File: src/rtl/ex_muldiv.sv
// Iterative RV32M multiply/divide unit for the EX stage. It holds ID/EX through stall_o
// until the result is ready. Multiply takes one cycle and divide is restoring radix-2.
module ex_muldiv (
  input  logic        clk,
  input  logic        rst_n,
  input  logic        flush_i,
  input  logic        hold_i,
  input  logic [6:0]  op_i,
  input  logic [7:0]  funct7_i,
  input  logic [2:0]  funct3_i,
  input  logic [31:0] data1_i,
  input  logic [31:0] data2_i,
  output logic        stall_o,
  output logic        done_o,
  output logic [31:0] result_o,
  output logic        busy_o
);

  typedef enum logic [1:0] {
    S_IDLE = 2'd0,
    S_MUL  = 2'd1,
    S_DIV  = 2'd2,
    S_DONE = 2'd3
  } state_e;

  localparam logic [6:0] OP_REG    = 7'b0110011;
  localparam logic [7:0] F7_MULDIV = 8'h01;
  localparam logic [2:0] F3_MUL    = 3'd0;
  localparam logic [2:0] F3_MULH   = 3'd1;
  localparam logic [2:0] F3_MULHSU = 3'd2;

  function automatic logic [31:0] neg32(input logic [31:0] v);
    return (~v) + 32'd1;
  endfunction

  state_e      state_q, state_d;
  logic [4:0]  cnt_q, cnt_d;
  logic [2:0]  f3_q, f3_d;
  logic [31:0] a_q, a_d;
  logic [31:0] b_q, b_d;
  logic [63:0] acc_q, acc_d;
  logic        neg_quo_q, neg_quo_d;
  logic        neg_rem_q, neg_rem_d;
  logic [31:0] result_q, result_d;
  logic        done_q, done_d;

  logic        req_s, start_s;
  logic        div_signed_s, div_zero_s, div_ovf_s;
  logic [31:0] dvd_mag_s, dsr_mag_s;
  logic [63:0] mul_a_s, mul_b_s, prod_s;
  logic [32:0] trial_s;
  logic [63:0] acc_step_s;
  logic [31:0] quo_fix_s, rem_fix_s;

  assign req_s   = (op_i == OP_REG) && (funct7_i == F7_MULDIV);
  assign start_s = req_s && !flush_i;

  // Divide operand decode works on the live ID/EX fields so special cases resolve in IDLE.
  assign div_signed_s = ~funct3_i[0];
  assign div_zero_s   = (data2_i == 32'd0);
  assign div_ovf_s    = div_signed_s && (data1_i == 32'h8000_0000) && (data2_i == 32'hFFFF_FFFF);
  assign dvd_mag_s    = (div_signed_s && data1_i[31]) ? neg32(data1_i) : data1_i;
  assign dsr_mag_s    = (div_signed_s && data2_i[31]) ? neg32(data2_i) : data2_i;

  // Extending both operands to 64 bits keeps the low 64 bits of the product exact for every sign mix.
  assign mul_a_s = ((f3_q == F3_MULH) || (f3_q == F3_MULHSU)) ? {{32{a_q[31]}}, a_q} : {32'd0, a_q};
  assign mul_b_s = (f3_q == F3_MULH) ? {{32{b_q[31]}}, b_q} : {32'd0, b_q};
  assign prod_s  = mul_a_s * mul_b_s;

  // acc holds {partial remainder, dividend bits still to shift in / quotient bits shifted out}.
  assign trial_s    = acc_q[63:31] - {1'b0, b_q};
  assign acc_step_s = trial_s[32] ? {acc_q[62:0], 1'b0} : {trial_s[31:0], acc_q[30:0], 1'b1};
  assign quo_fix_s  = neg_quo_q ? neg32(acc_step_s[31:0]) : acc_step_s[31:0];
  assign rem_fix_s  = neg_rem_q ? neg32(acc_step_s[63:32]) : acc_step_s[63:32];

  assign stall_o  = rst_n && (((state_q == S_IDLE) && start_s) || (state_q == S_MUL) || (state_q == S_DIV));
  assign done_o   = done_q;
  assign result_o = result_q;
  assign busy_o   = (state_q != S_IDLE);

  // Next-state, operand capture and datapath update.
  always_comb begin
    state_d   = state_q;
    cnt_d     = cnt_q;
    f3_d      = f3_q;
    a_d       = a_q;
    b_d       = b_q;
    acc_d     = acc_q;
    neg_quo_d = neg_quo_q;
    neg_rem_d = neg_rem_q;
    result_d  = result_q;
    done_d    = 1'b0;
    if (flush_i) begin
      state_d = S_IDLE;
    end else begin
      case (state_q)
        S_IDLE: begin
          if (start_s) begin
            f3_d  = funct3_i;
            a_d   = data1_i;
            b_d   = data2_i;
            cnt_d = 5'd0;
            if (!funct3_i[2]) begin
              state_d = S_MUL;
            end else if (div_zero_s) begin
              state_d  = S_DONE;
              done_d   = 1'b1;
              result_d = funct3_i[1] ? data1_i : 32'hFFFF_FFFF;
            end else if (div_ovf_s) begin
              state_d  = S_DONE;
              done_d   = 1'b1;
              result_d = funct3_i[1] ? 32'd0 : 32'h8000_0000;
            end else begin
              state_d   = S_DIV;
              b_d       = dsr_mag_s;
              acc_d     = {32'd0, dvd_mag_s};
              neg_quo_d = div_signed_s && (data1_i[31] ^ data2_i[31]);
              neg_rem_d = div_signed_s && data1_i[31];
            end
          end else begin
            state_d = S_IDLE;
          end
        end
        S_MUL: begin
          state_d  = S_DONE;
          done_d   = 1'b1;
          result_d = (f3_q == F3_MUL) ? prod_s[31:0] : prod_s[63:32];
        end
        S_DIV: begin
          acc_d = acc_step_s;
          cnt_d = cnt_q + 5'd1;
          if (cnt_q == 5'd31) begin
            state_d  = S_DONE;
            done_d   = 1'b1;
            result_d = f3_q[1] ? rem_fix_s : quo_fix_s;
          end else begin
            state_d = S_DIV;
          end
        end
        S_DONE: begin
          if (hold_i) begin
            state_d = S_DONE;
            done_d  = 1'b1;
          end else begin
            state_d = S_IDLE;
          end
        end
        default: begin
          state_d = S_IDLE;
        end
      endcase
    end
  end

  // State and datapath registers; reset abandons any operation in flight.
  always_ff @(posedge clk or negedge rst_n) begin
    if (!rst_n) begin
      state_q   <= S_IDLE;
      cnt_q     <= 5'd0;
      f3_q      <= 3'd0;
      a_q       <= 32'd0;
      b_q       <= 32'd0;
      acc_q     <= 64'd0;
      neg_quo_q <= 1'b0;
      neg_rem_q <= 1'b0;
      result_q  <= 32'd0;
      done_q    <= 1'b0;
    end else begin
      state_q   <= state_d;
      cnt_q     <= cnt_d;
      f3_q      <= f3_d;
      a_q       <= a_d;
      b_q       <= b_d;
      acc_q     <= acc_d;
      neg_quo_q <= neg_quo_d;
      neg_rem_q <= neg_rem_d;
      result_q  <= result_d;
      done_q    <= done_d;
    end
  end

endmodule

File: config.mk
export PLATFORM = sky130hd
export DESIGN_NAME = ex_muldiv
export DESIGN_NICKNAME = d
export VERILOG_FILES = /design/src/rtl/ex_muldiv.sv
export SDC_FILE = /design/constraint.sdc
export NUM_CORES = 2
export LEC_CHECK = 0
export ABC_AREA = 1
export CAP_MARGIN = 40
export CORE_MARGIN = 1.5
export CORE_UTILIZATION = 60
export CTS_CLUSTER_DIAMETER = 150
export DETAILED_ROUTE_END_ITERATION = 7
export MAX_ROUTING_LAYER = met4
export PLACE_DENSITY = 0.77
export SLEW_MARGIN = 40
export SYNTH_ARGS = -nofsm -noshare
export SYNTH_HDL_FRONTEND = slang
export SYNTH_SLANG_ARGS = --single-unit
File: constraint.sdc
create_clock -name clk -period 15.6 [get_ports clk]
set_input_delay 4.68 -clock clk [delete_from_list [all_inputs] [get_ports clk]]
set_output_delay 4.68 -clock clk [all_outputs]
set_load 0.02 [all_outputs]
==> flow_metrics.env <==
export IMPL_run_status="finished, final reports clean"
export IMPL_grt_max_degree=77
export IMPL_cp_end_kind="primary output"
export IMPL_coreArea_sq_um=104000
export IMPL_slew_viol_final=0
export IMPL_synthDistinctLibCells=61
export IMPL_synthFlopType="dfrtp_1"
export IMPL_syn_avg_cell_area_sq_um=7.78
export IMPL_track_usage_pct=41.3
export IMPL_dp_cells=9385
export IMPL_final_cells=9421
export IMPL_finClkSkew_ns=0.0124
export IMPL_hold_violations=0
export IMPL_yosysWarnings=0
export IMPL_drt_first_pass_iters=6
export IMPL_cp_arrival_ns=6.53
export IMPL_final_cell_mix="2356 x inv_1, 1909 x nand2_1, 1420 x fa_1"
export IMPL_path_class="in -> out"
export IMPL_p_leak_nw=37.6
export IMPL_die_width_um=328
export IMPL_grtUsageMet3_pct=7.84
export IMPL_antenna_found_initial=2
export IMPL_fmax_ghz=0.0892
export IMPL_num_rows=118
export IMPL_cts_max_level=4
export IMPL_cts_root_buf="clkbuf_16"
export IMPL_setup_violations=0
export IMPL_crit_required_ns=10.92
export IMPL_relSlewSlack_pct=37.3
export IMPL_ant_nets=0
export IMPL_synthesis_nets=9987
export IMPL_ys_seq_area_share_pct=6.85
export IMPL_vias=52889
export IMPL_crit_path_start_kind="primary input"
export IMPL_ioPinCount=121
export IMPL_gp_congestion=1.07
export IMPL_avgViaCountPerCell=5.61
export IMPL_synth_area_sq_um=63200
export IMPL_fin_crit_sh_pct=71.9
export IMPL_place_area_sq_um=65600
export IMPL_syn_to_final_growth_pct=4.75
export IMPL_die_area_sq_um=107000
export IMPL_clkLatencyLatePin_ns=0.48
export IMPL_clock_sinks=173
export IMPL_cts_tree="yes"
export IMPL_grt_pass1_vias=56081
export IMPL_drc_errors=0
export IMPL_ys_async_sr_fraction_pct=100
export IMPL_synth_seq_cells=173
export IMPL_use_met2_pct=64.0
export IMPL_portBuffers=120
export IMPL_postCtsSetupBuffers=0
export IMPL_hpwl_um=170000
export IMPL_wl_um=207000
export IMPL_synth_edf_count=0
export IMPL_cp_max_fo=2
export IMPL_grt_busiest_layer="met2"
export IMPL_cts_made_buffers=17
export IMPL_cts_buffer_depth=2
export IMPL_hold_class="reg -> reg"
export IMPL_p_per_area_nw_per_um2=15.2
export IMPL_grt_pass1_wl_um=324000
export IMPL_clk_pin_slew_ns=0.08
export IMPL_period_needed_ns=11.21
export IMPL_synthCells=8130
export IMPL_cts_hold_buf=0
export IMPL_fin_area_sq_um=66200
export IMPL_initial_core_util_pct=60.8
export IMPL_use_met1_pct=51.9
export IMPL_drv_cap=0
export IMPL_ir_worst_vdd_mv=0.0776
export IMPL_drive_gt1_share_pct=3.21
export IMPL_rsz0062_at_grt="false"
export IMPL_nets=9882
export IMPL_postCtsResizedCells=0
export IMPL_drt_iter0_markers=4843
export IMPL_die_h_um=328
export IMPL_tightest_slew_ns=0.931
export IMPL_tns_ns=0
export IMPL_power_mw=1.01
export IMPL_final_common_cell="inv_1"
export IMPL_grt_overflow_total=0
export IMPL_avgRoutedWirePerCell_um=22.0
export IMPL_num_fill_cells=9079
==> where the power goes <==
part | switching [mW] | internal [mW] | total (mW)
registers | 0.000456 | 0.448 | 0.449
clock network | 0.242 | 0.219 | 0.461
logic | 0.0619 | 0.0355 | 0.0974
==> cells by family (layout without fill, tap and decap cells) <==
family          Yosys count  after routing  share of synthesized area [%]
flops                   173            173                           6.85
compound gates          652            652                           5.81
xor+xnor                129            129                           1.79
buf+inv                2721           2629                           16.3
other cells               0              3                              0
simple gates           2684           2684                           17.3
fa+ha+maj              1771           1771                           51.9
==> critical path: stages <==
cell and delay (ns):
clkdlybuf4s50_1 0.48, nand2_1 0.08, nor4_1 0.39, nand3_1 0.12, a31oi_1 0.15, clkdlybuf4s50_1 0.63
==> synth_stat cells, types with 5 or more instances <==
cell type | count | area, sq um
a21o_1 | 12 | 90.1
a21oi_1 | 213 | 1070
a31oi_1 | 29 | 181
buf_1 | 12 | 45.0
clkbuf_1 | 317 | 1190
clkinv_1 | 5 | 18.8
dfrtp_1 | 173 | 4330
fa_1 | 1420 | 28400
ha_1 | 351 | 4390
inv_1 | 2358 | 8850
inv_2 | 11 | 41.3
nand2_1 | 1910 | 7170
nand2_2 | 37 | 231
nand2_4 | 6 | 67.6
nand3_1 | 227 | 1140
nand3_2 | 6 | 60.1
nand3b_1 | 9 | 67.6
nand4_1 | 54 | 338
nor2_1 | 336 | 1260
nor2_2 | 14 | 87.6
nor3_1 | 39 | 195
nor4_1 | 23 | 144
o211ai_1 | 30 | 225
o21a_1 | 10 | 75.1
o21ai_0 | 255 | 1280
o21ai_1 | 11 | 55.1
o21ai_2 | 5 | 43.8
o21bai_1 | 17 | 128
o221ai_1 | 8 | 70.1
o22ai_1 | 33 | 206
o31ai_1 | 7 | 52.6
or2_2 | 10 | 62.6
xnor2_1 | 51 | 447
xor2_1 | 78 | 683
==> cell type report <==
type	instances	area (sq um)	share of cell area (%)
tap	1380	1730	2.61
clock buffer	17	425	0.642
inverter	2375	8920	13.5
multi-input combinational	5236	48600	73.4
timing repair buffer	222	1990	3.00
sequential	173	4340	6.55
antenna	3	7.51	0.0113
clock inverter	15	191	0.289
==> registers in the layout, indices dropped and copies added, names as in the netlist <==
name       count
a_q           32
acc_q         64
b_q           32
cnt_q          5
done_o         1
f3_q           3
neg_quo_q      1
neg_rem_q      1
result_o      32
state_q        2
==> metal layers <==
layer	wire, um	up-vias	part of all wire (%)
met1	77400	26158	37
met3	21300	679	10
li1	-	23171	-
met2	94800	2881	46
met4	13900	0	6.7
met5	0	-	0
==> through the flow <==
step | hold slack [ns] | worst slack [ns] | utilization, %
6_report | 0.490 | 4.39 | 63.7
5_1_grt | 0.500 | 4.23 | 63.7
2_1_floorplan | 0.473 | 5.40 | -
3_5_place_dp | 0.465 | 4.39 | 63.1
4_1_cts | 0.486 | 4.39 | 63.7
3_3_place_gp | 0.466 | 4.42 | 63.0
==> final timing paths <==
path	slack (ns)	cells past startpoint	startpoint	end
min reg2reg	0.49	2	result_o[16]	result_o[16]
min in group asynchronous	4.18	1	rst_n	acc_q[21]
max	4.39	6	op_i[1]	stall_o
min	0.49	2	result_o[16]	result_o[16]
max in group asynchronous	9.64	3	rst_n	b_q[12]
max reg2reg	4.87	34	a_q[31]	result_o[23]
No activity file was read; power rests on OpenSTA's default activity.
